$ cat src/rtl/dram_wrapper_pkg.sv
// Shared definitions for the DRAM wrapper pattern master.
//   pm_state_t   : pattern master FSM states
//   pattern_word : deterministic test word for a given word index and seed
//   WB_ADDR_W    : Wishbone byte-style address width
package dram_wrapper_pkg;

    localparam int WB_ADDR_W   = 32;
    // Widest data bus pattern_word can produce; callers size-cast down.
    localparam int PM_MAX_WORD = 1024;

    typedef enum logic [2:0] {
        IDLE,
        WAIT_INIT,
        WR_REQ,
        WR_GAP,
        RD_REQ,
        RD_GAP,
        DONE
    } pm_state_t;

    // Lane k of word idx = seed ^ {k[7:0], idx[23:0]}.
    function automatic logic [PM_MAX_WORD-1:0] pattern_word(input logic [31:0] idx,
                                                            input logic [31:0] seed);
        logic [PM_MAX_WORD-1:0] w;
        w = '0;
        for (int k = 0; k < PM_MAX_WORD / 32; k++) begin
            w[32*k +: 32] = seed ^ ({8'(k), 24'h0} | (idx & 32'h00FF_FFFF));
        end
        return w;
    endfunction

endpackage

$ cat src/rtl/dram_wb_pattern_master.sv
// Wishbone classic initiator for DRAM bring-up / soak testing.
// On start_i it waits for initialized_i, writes a deterministic pattern to
// NUM_WORDS consecutive words, reads them back and compares each word.
//
// Ports
//   sys_clk, rst        clock, synchronous active-high reset
//   start_i             one-cycle pulse, starts a run when not busy
//   initialized_i       DRAM calibration done
//   cyc_o/stb_o/we_o    Wishbone control
//   addr_o              byte-style address {index, zeros}
//   data_o / data_i     write / read data
//   ack_i               Wishbone acknowledge (only honoured while stb_o = 1)
//   busy_o, done_o      run in progress / run finished (held)
//   pass_o, timeout_o   run result, valid with done_o
//   err_count_o         mismatching words (saturating)
//   first_err_idx_o     index of first mismatching word
module dram_wb_pattern_master
    import dram_wrapper_pkg::*;
#(
    parameter int          WORD_SIZE      = 256,
    parameter int          ADDR_WIDTH     = 25,
    parameter int          NUM_WORDS      = 1024,
    parameter int          TIMEOUT_CYCLES = 4096,
    parameter logic [31:0] SEED           = 32'hA5A5_0000
) (
    input  logic                  sys_clk,
    input  logic                  rst,
    input  logic                  start_i,
    input  logic                  initialized_i,
    output logic                  cyc_o,
    output logic                  stb_o,
    output logic                  we_o,
    output logic [WB_ADDR_W-1:0]  addr_o,
    output logic [WORD_SIZE-1:0]  data_o,
    input  logic [WORD_SIZE-1:0]  data_i,
    input  logic                  ack_i,
    output logic                  busy_o,
    output logic                  done_o,
    output logic                  pass_o,
    output logic                  timeout_o,
    output logic [15:0]           err_count_o,
    output logic [ADDR_WIDTH-1:0] first_err_idx_o
);

    localparam int                    TW       = $clog2(TIMEOUT_CYCLES + 1);
    localparam logic [ADDR_WIDTH-1:0] LAST_IDX = ADDR_WIDTH'(NUM_WORDS - 1);
    localparam logic [TW-1:0]         TO_LAST  = TW'(TIMEOUT_CYCLES - 1);

    pm_state_t             state, next_state;
    logic [ADDR_WIDTH-1:0] index;
    logic [TW-1:0]         to_cnt;
    logic                  timeout_q;
    logic [15:0]           err_cnt;
    logic [ADDR_WIDTH-1:0] first_err;
    logic                  cmp_vld, cmp_miss;
    logic [ADDR_WIDTH-1:0] cmp_idx;

    logic                  req, acked, expired, last, start_fire;
    logic [WORD_SIZE-1:0]  pat;

    assign req        = (state == WR_REQ) || (state == RD_REQ);
    assign acked      = req && ack_i;
    // Last allowed wait cycle of this request passes without an ack.
    assign expired    = req && !ack_i && (to_cnt == TO_LAST);
    assign last       = (index == LAST_IDX);
    assign start_fire = ((state == IDLE) || (state == DONE)) && start_i;
    assign pat        = WORD_SIZE'(pattern_word(32'(index), SEED));

    always_ff @(posedge sys_clk) begin
        if (rst) state <= IDLE;
        else     state <= next_state;
    end

    always_comb begin
        next_state = state;
        unique case (state)
            IDLE:      if (start_i) next_state = WAIT_INIT;
            WAIT_INIT: if (initialized_i) next_state = WR_REQ;
            WR_REQ: begin
                if (acked)        next_state = WR_GAP;
                else if (expired) next_state = DONE;
            end
            WR_GAP:    next_state = last ? RD_REQ : WR_REQ;
            RD_REQ: begin
                if (acked)        next_state = RD_GAP;
                else if (expired) next_state = DONE;
            end
            RD_GAP:    next_state = last ? DONE : RD_REQ;
            DONE:      if (start_i) next_state = WAIT_INIT;
            default:   next_state = IDLE;
        endcase
    end

    always_ff @(posedge sys_clk) begin
        if (rst) begin
            index     <= '0;
            to_cnt    <= '0;
            timeout_q <= 1'b0;
            err_cnt   <= '0;
            first_err <= '0;
            cmp_vld   <= 1'b0;
            cmp_miss  <= 1'b0;
            cmp_idx   <= '0;
        end else begin
            cmp_vld <= 1'b0;

            if (start_fire) begin
                index     <= '0;
                timeout_q <= 1'b0;
                err_cnt   <= '0;
                first_err <= '0;
            end

            if (state == WR_GAP)           index <= last ? '0 : index + 1'b1;
            if (state == RD_GAP && !last)  index <= index + 1'b1;

            // Held at zero outside request states, so every request starts fresh.
            to_cnt <= (req && !ack_i) ? to_cnt + 1'b1 : '0;
            if (expired) timeout_q <= 1'b1;

            // Compare is registered; the error counters follow one cycle later.
            if (state == RD_REQ && ack_i) begin
                cmp_vld  <= 1'b1;
                cmp_miss <= (data_i != pat);
                cmp_idx  <= index;
            end

            if (cmp_vld && cmp_miss) begin
                if (err_cnt == '0)       first_err <= cmp_idx;
                if (err_cnt != 16'hFFFF) err_cnt   <= err_cnt + 16'd1;
            end
        end
    end

    assign cyc_o           = req;
    assign stb_o           = req;
    assign we_o            = (state == WR_REQ);
    assign addr_o          = req ? (WB_ADDR_W'(index) << (WB_ADDR_W - ADDR_WIDTH)) : '0;
    assign data_o          = (state == WR_REQ) ? pat : '0;
    assign busy_o          = (state != IDLE) && (state != DONE);
    assign done_o          = (state == DONE);
    assign pass_o          = done_o && (err_cnt == '0) && !timeout_q;
    assign timeout_o       = timeout_q;
    assign err_count_o     = err_cnt;
    assign first_err_idx_o = first_err;

endmodule
$ cat config.mk
export PLATFORM = sky130hd
export DESIGN_NAME = dram_wb_pattern_master
export DESIGN_NICKNAME = d
export VERILOG_FILES = /design/src/rtl/dram_wrapper_pkg.sv /design/src/rtl/dram_wb_pattern_master.sv
export SDC_FILE = /design/constraint.sdc
export NUM_CORES = 1
export LEC_CHECK = 0
export CAP_MARGIN = 20
export CELL_PAD_IN_SITES_DETAIL_PLACEMENT = 0
export CELL_PAD_IN_SITES_GLOBAL_PLACEMENT = 2
export CORE_AREA = 3 3 232 234
export CTS_BUF_LIST = sky130_fd_sc_hd__clkbuf_2 sky130_fd_sc_hd__clkbuf_4 sky130_fd_sc_hd__clkbuf_8
export CTS_CLUSTER_DIAMETER = 30
export DETAILED_ROUTE_END_ITERATION = 6
export DIE_AREA = 0 0 235 237
export PLACE_DENSITY = 0.78
export RECOVER_POWER = 25
export SYNTH_ARGS = -nofsm -noshare
export SYNTH_HDL_FRONTEND = slang
export SYNTH_SLANG_ARGS = --single-unit
$ cat constraint.sdc
create_clock -name sys_clk -period 4.1 [get_ports sys_clk]
set_clock_uncertainty 0.2 [all_clocks]
set_input_delay 1.025 -clock sys_clk [delete_from_list [all_inputs] [get_ports sys_clk]]
set_output_delay 1.025 -clock sys_clk [all_outputs]
set_load 0.05 [all_outputs]
# Word level (Yosys, flattened, before mapping)
# Index checks and enable logic that the tools add are counted.
[classes]
addsub = 3
eq_ne = 13
muxes = 23
bitwise = 5
reduce_logical = 23
[ops]
columns = ["operator", "count"]
rows = [
  ["two-way mux 256 bit", 1],
  ["inequality test 256 bit", 1],
  ["two-way mux 25 bit", 7],
  ["two-way mux 16 bit", 3],
  ["two-way mux 32 bit", 1],
  ["adder 25 x 1 -> 25 bit, second input constant", 1],
  ["== test 25 x 10 -> 1 bit, second input constant", 1],
  ["two-way mux 3 bit", 6],
  ["case mux 3 bit (6 select lines)", 1],
  ["adder 16 x 1 -> 16 bit, second input constant", 1],
  ["zero test 16 bit", 1],
  ["inequality test 16 bit, second input constant", 1],
  ["NOT 6 -> 8 bit", 2],
  ["adder 13 x 1 -> 13 bit, second input constant", 1],
  ["== test 13 x 12 -> 1 bit, second input constant", 1],
  ["logical AND 1 bit", 10],
  ["== test 3 bit, second input constant", 3],
  ["NOT 4 -> 8 bit", 1],
  ["NOT 5 -> 8 bit", 1],
  ["== test 3 x 2 -> 1 bit, second input constant", 2],
  ["nonzero test 3 bit", 2],
  ["OR reduction 2 bit", 2],
  ["== test 3 x 1 -> 1 bit, second input constant", 1],
  ["zero test 1 bit", 3],
  ["other kinds (10)", 13],
]
[word_totals]
ff_bits = 110

# Longest topological paths before layout
[logic_depth]
depth_word = 7
depth_mapped = 9
depth_no_buf = 7

# Least setup slack after synthesis
# Ideal clock, no wire load.
[synth_path]
path_type = "register -> output"
from = "reg err_cnt[0], in the netlist err_count_o[0]"
to = "out pass_o"
arrival_time_ns = 2.162
setup_slack_ns = 0.713
path_stages_with_launch = 6
n_path_buf = 0
path_cell_list = "dfxtp_1 -> inv_1 -> ha_1 -> nor4b_1 -> nand4_1 -> nor3_1"
[synth_between]
elab_chain_cells = 3
[synth_lines]
columns = ["item", "line_no", "rtl"]
rows = [
  ["from (decl)", "dram_wb_pattern_master.sv:53", "logic [15:0] err_cnt;"],
  ["from (signal assigned)", "dram_wb_pattern_master.sv:130", "if (err_cnt != 16'hFFFF) err_cnt <= err_cnt + 16'd1;"],
  ["zero test 16 bit", "dram_wb_pattern_master.sv:142", "assign pass_o = done_o && (err_cnt == '0) && !timeout_q;"],
  ["logical AND 1 bit (2 in a row)", "dram_wb_pattern_master.sv:142", ""],
  ["to (decl)", "dram_wb_pattern_master.sv:39", "output logic pass_o,"],
]
# Every way passes these cells.

# Worst setup path after layout
[layout_path]
from = "reg state[2]"
to = "out data_o[46]"
[layout_between]
elab_chain_cells = 2
[layout_lines]
columns = ["item", "line_no", "rtl"]
rows = [
  ["from (decl)", "dram_wb_pattern_master.sv:49", "pm_state_t state, next_state;"],
  ["from (signal assigned)", "dram_wb_pattern_master.sv:71", "else state <= next_state;"],
  ["== test 3 x 2 -> 1 bit", "dram_wb_pattern_master.sv:139", "assign data_o = (state == WR_REQ) ? pat : '0;"],
  ["two-way mux 256 bit", "dram_wb_pattern_master.sv:139", ""],
  ["to (decl)", "dram_wb_pattern_master.sv:34", "output logic [WORD_SIZE-1:0] data_o,"],
]
# Every way passes these cells.

==> metrics <==
status=complete, no violations; reg2reg start=index[6]; post-synthesis sequential area ratio=25.3%; clk sinks=110; Arr. time, crit path=2330 ps; die extent in x=235 um; Synth area leader=dfxtp_1; DR pass1 iterations=5; synth top area cells=dfxtp_1, buf_4, xnor2_1; unique cell type count in the Yosys netlist=65; layout cells sized above 1=22.5%; hold crit path type=reg -> reg; final setup vio count=0; P&R area growth vs syn=88.0%; Max Slew Vio Count=0; Max transition margin=12.0%; Max Cap Viol=0; CTS clk-pin slew, worst paths=130 ps; All-Layer GR Usage=16.6%; Finished Core Util=31.3%; CP bufs+invs=2; sw power=860 uW; Peak VDD IR=0.151 mV; Boundary Pins=597; WS Path Type=reg -> out; Skew-Pair Late Insertion Delay=400 ps; Syn Area/Cell=7.56 um2; # H-tree levels=3; crit-path cells=nor2_1, buf_4, and3_1, buf_12; Synth top cells by count=buf_4, dfxtp_1, nand2_1, nor2_1, a21oi_1; Hold Crit Start=cmp_idx[6]; setup tns final=0 ps; maximum clock frequency=281 MHz; switching share of power=33.6%; Crit Path Max Fanout=15; CTS Buffer Depth=2; gpl congestion=0.822; RSZ-0062 raised after global routing=no; Yosys reg bits=110; CP Data Required Time=2870 ps; number of synthesized flops with an enable pin=0; Post-synth ARST share=0%; R2R Path End=index[10]; Setup crit start kind=register; post-detail-place hpwl=40600 um; Synth Cell Area=0.00870 mm2; slowest library cell on the worst path=and3_1; Routed WL=48800 um; count of final hold-check violations=0; setup repair bufs after CTS=0; flop2flop setup slack=920 ps; worst reg-to-reg path cell count=6; input/output buffers=553; Synth top area share=25.3%; internal power=1.70 mW; DR DRC count=0; drt initial violations=464; mean number of vias per cell=4.24; Std-Cell Rows=84; clock power share=27.2%; sequential power share=41.8%; gr ovfl total=0; combinational power share=31.0%; WHS Endpoint=first_err_idx_o[6]; Crit path max-delay family=simple AND/OR/NAND/NOR gates; Final min period=3560 ps; initial antenna violation count=4; remaining antenna violation count=0; cell with the most instances after synthesis=buf_4; Synth Warn #=0; CTS Root Cell=clkbuf_8; cts hold-fix bufs=0; Die Y=237 um; number of global-route vias before repair=9253; number of buffers created by CTS=9; first-pass GRT wire length=68000 um; max incr delay on CP=800 ps; static leakage=6.05 nW; Power Density=157 mW/mm2; period utilization=86.7%; CTS tree=done; worst slew pin tran=1320 ps; Initial Util=16.7%; top_reg_cell synth=dfxtp_1; # nets final=1782; post-CTS sizing=0; Die ar.=0.0557 mm2; Syn Inst Count=1151; largest net degree at the start of global routing=55; core area=0.0522 mm2; WL/cell=22.1 um; Min-Delay Path Depth=2; via count=9381; Worst setup EP type=output port
==> worst max path at each step <==
stage	startpoint	endpoint	slack, ps	depth (start not counted)
after floorplan	err_count_o[0]	pass_o	710	5
after global placement	data_i[4]	cmp_miss	350	6
after detailed placement	data_i[4]	cmp_miss	420	6
after CTS	state[2]	data_o[46]	460	4
after global routing	state[2]	data_o[46]	400	4
final	state[2]	data_o[46]	540	4
==> power by group through the flow <==
| stage | sequential, mW | combinational (mW) | clock (mW) |
|---|---|---|---|
| 2_1_floorplan | 1.10 | 0.394 | 0 |
| 3_3_place_gp | 1.10 | 0.791 | 0 |
| 3_5_place_dp | 1.10 | 0.797 | 0 |
| 4_1_cts | 1.07 | 0.799 | 0.726 |
| 5_1_grt | 1.07 | 0.831 | 0.770 |
| 6_report | 1.07 | 0.794 | 0.697 |
==> layout by cell type, fill, tap and decap left out, drive strengths merged, types with 12 or more instances in the layout <==
cell / n
nor3: 43
and3: 46
clkdlybuf4s50: 267
o22ai: 13
xnor2: 63
buf: 310
nand3: 51
or3: 14
a21oi: 65
dlygate4sd3: 34
inv: 16
nor2: 87
xor2: 41
nand4: 38
clkbuf: 12
or4: 15
and2: 21
dfxtp: 110
conb: 43
nor4: 26
nand2: 103
==> area by class of cell <==
type | count | area (um2)
timing repair buffer | 614 | 8480
multi-input combinational | 768 | 4550
antenna | 2 | 5.00
fill | 5374 | 35900
inverter | 14 | 52.6
clock inverter | 7 | 77.6
sequential | 110 | 2200
clock buffer | 9 | 124
tap | 688 | 861
==> worst reg2reg max path, cell delays in order (launching register included) <==
cell and delay, ps:
dfxtp_1 1040, nand4_1 350, or3_4 520, o211ai_2 360, and2_1 360, o21ai_0 130
a21oi_1 170
==> metrics by stage <==
stage / hold slack, ps / power, mW / worst slack, ps / cells / instance area [um2]
after floorplan: 230 / 1.49 / 713 / 1193 / 8860
after global placement: 239 / 1.89 / 349 / 2193 / 16100
after detailed placement: 246 / 1.89 / 422 / 2194 / 16200
after CTS: 259 / 2.60 / 456 / 2210 / 16400
after global routing: 269 / 2.67 / 399 / 2212 / 16400
final: 253 / 2.56 / 545 / 2212 / 16400
==> cell families (layout without fill, tap and decap cells) <==
kind of cell,count (synthesis),in the layout,share of synthesized area [%]
xor+xnor,104,104,10.5
flops,110,110,25.3
compound gates,124,124,8.67
fa+ha+maj,4,4,0.575
buf+inv,315,644,24.3
other cells,1,45,0.0431
simple gates,485,485,29.7
mux,8,8,0.935
==> state kept, by name, indices dropped and copies added, names as in the netlist <==
register         flops
timeout_o            1
state                3
index               25
cmp_idx             25
cmp_miss             1
err_count_o         16
first_err_idx_o     25
to_cnt              13
cmp_vld              1
==> routing by layer <==
layer  up-vias  routed length [um]  global-route usage [%]
met1      4468               19900                    20.4
met4         2                 434                    2.43
met2       456               24700                    29.9
li1       4426                   -                       -
met5         -                  13                       0
met3        29                3800                    4.04
Power figures use the tool's default switching activity.
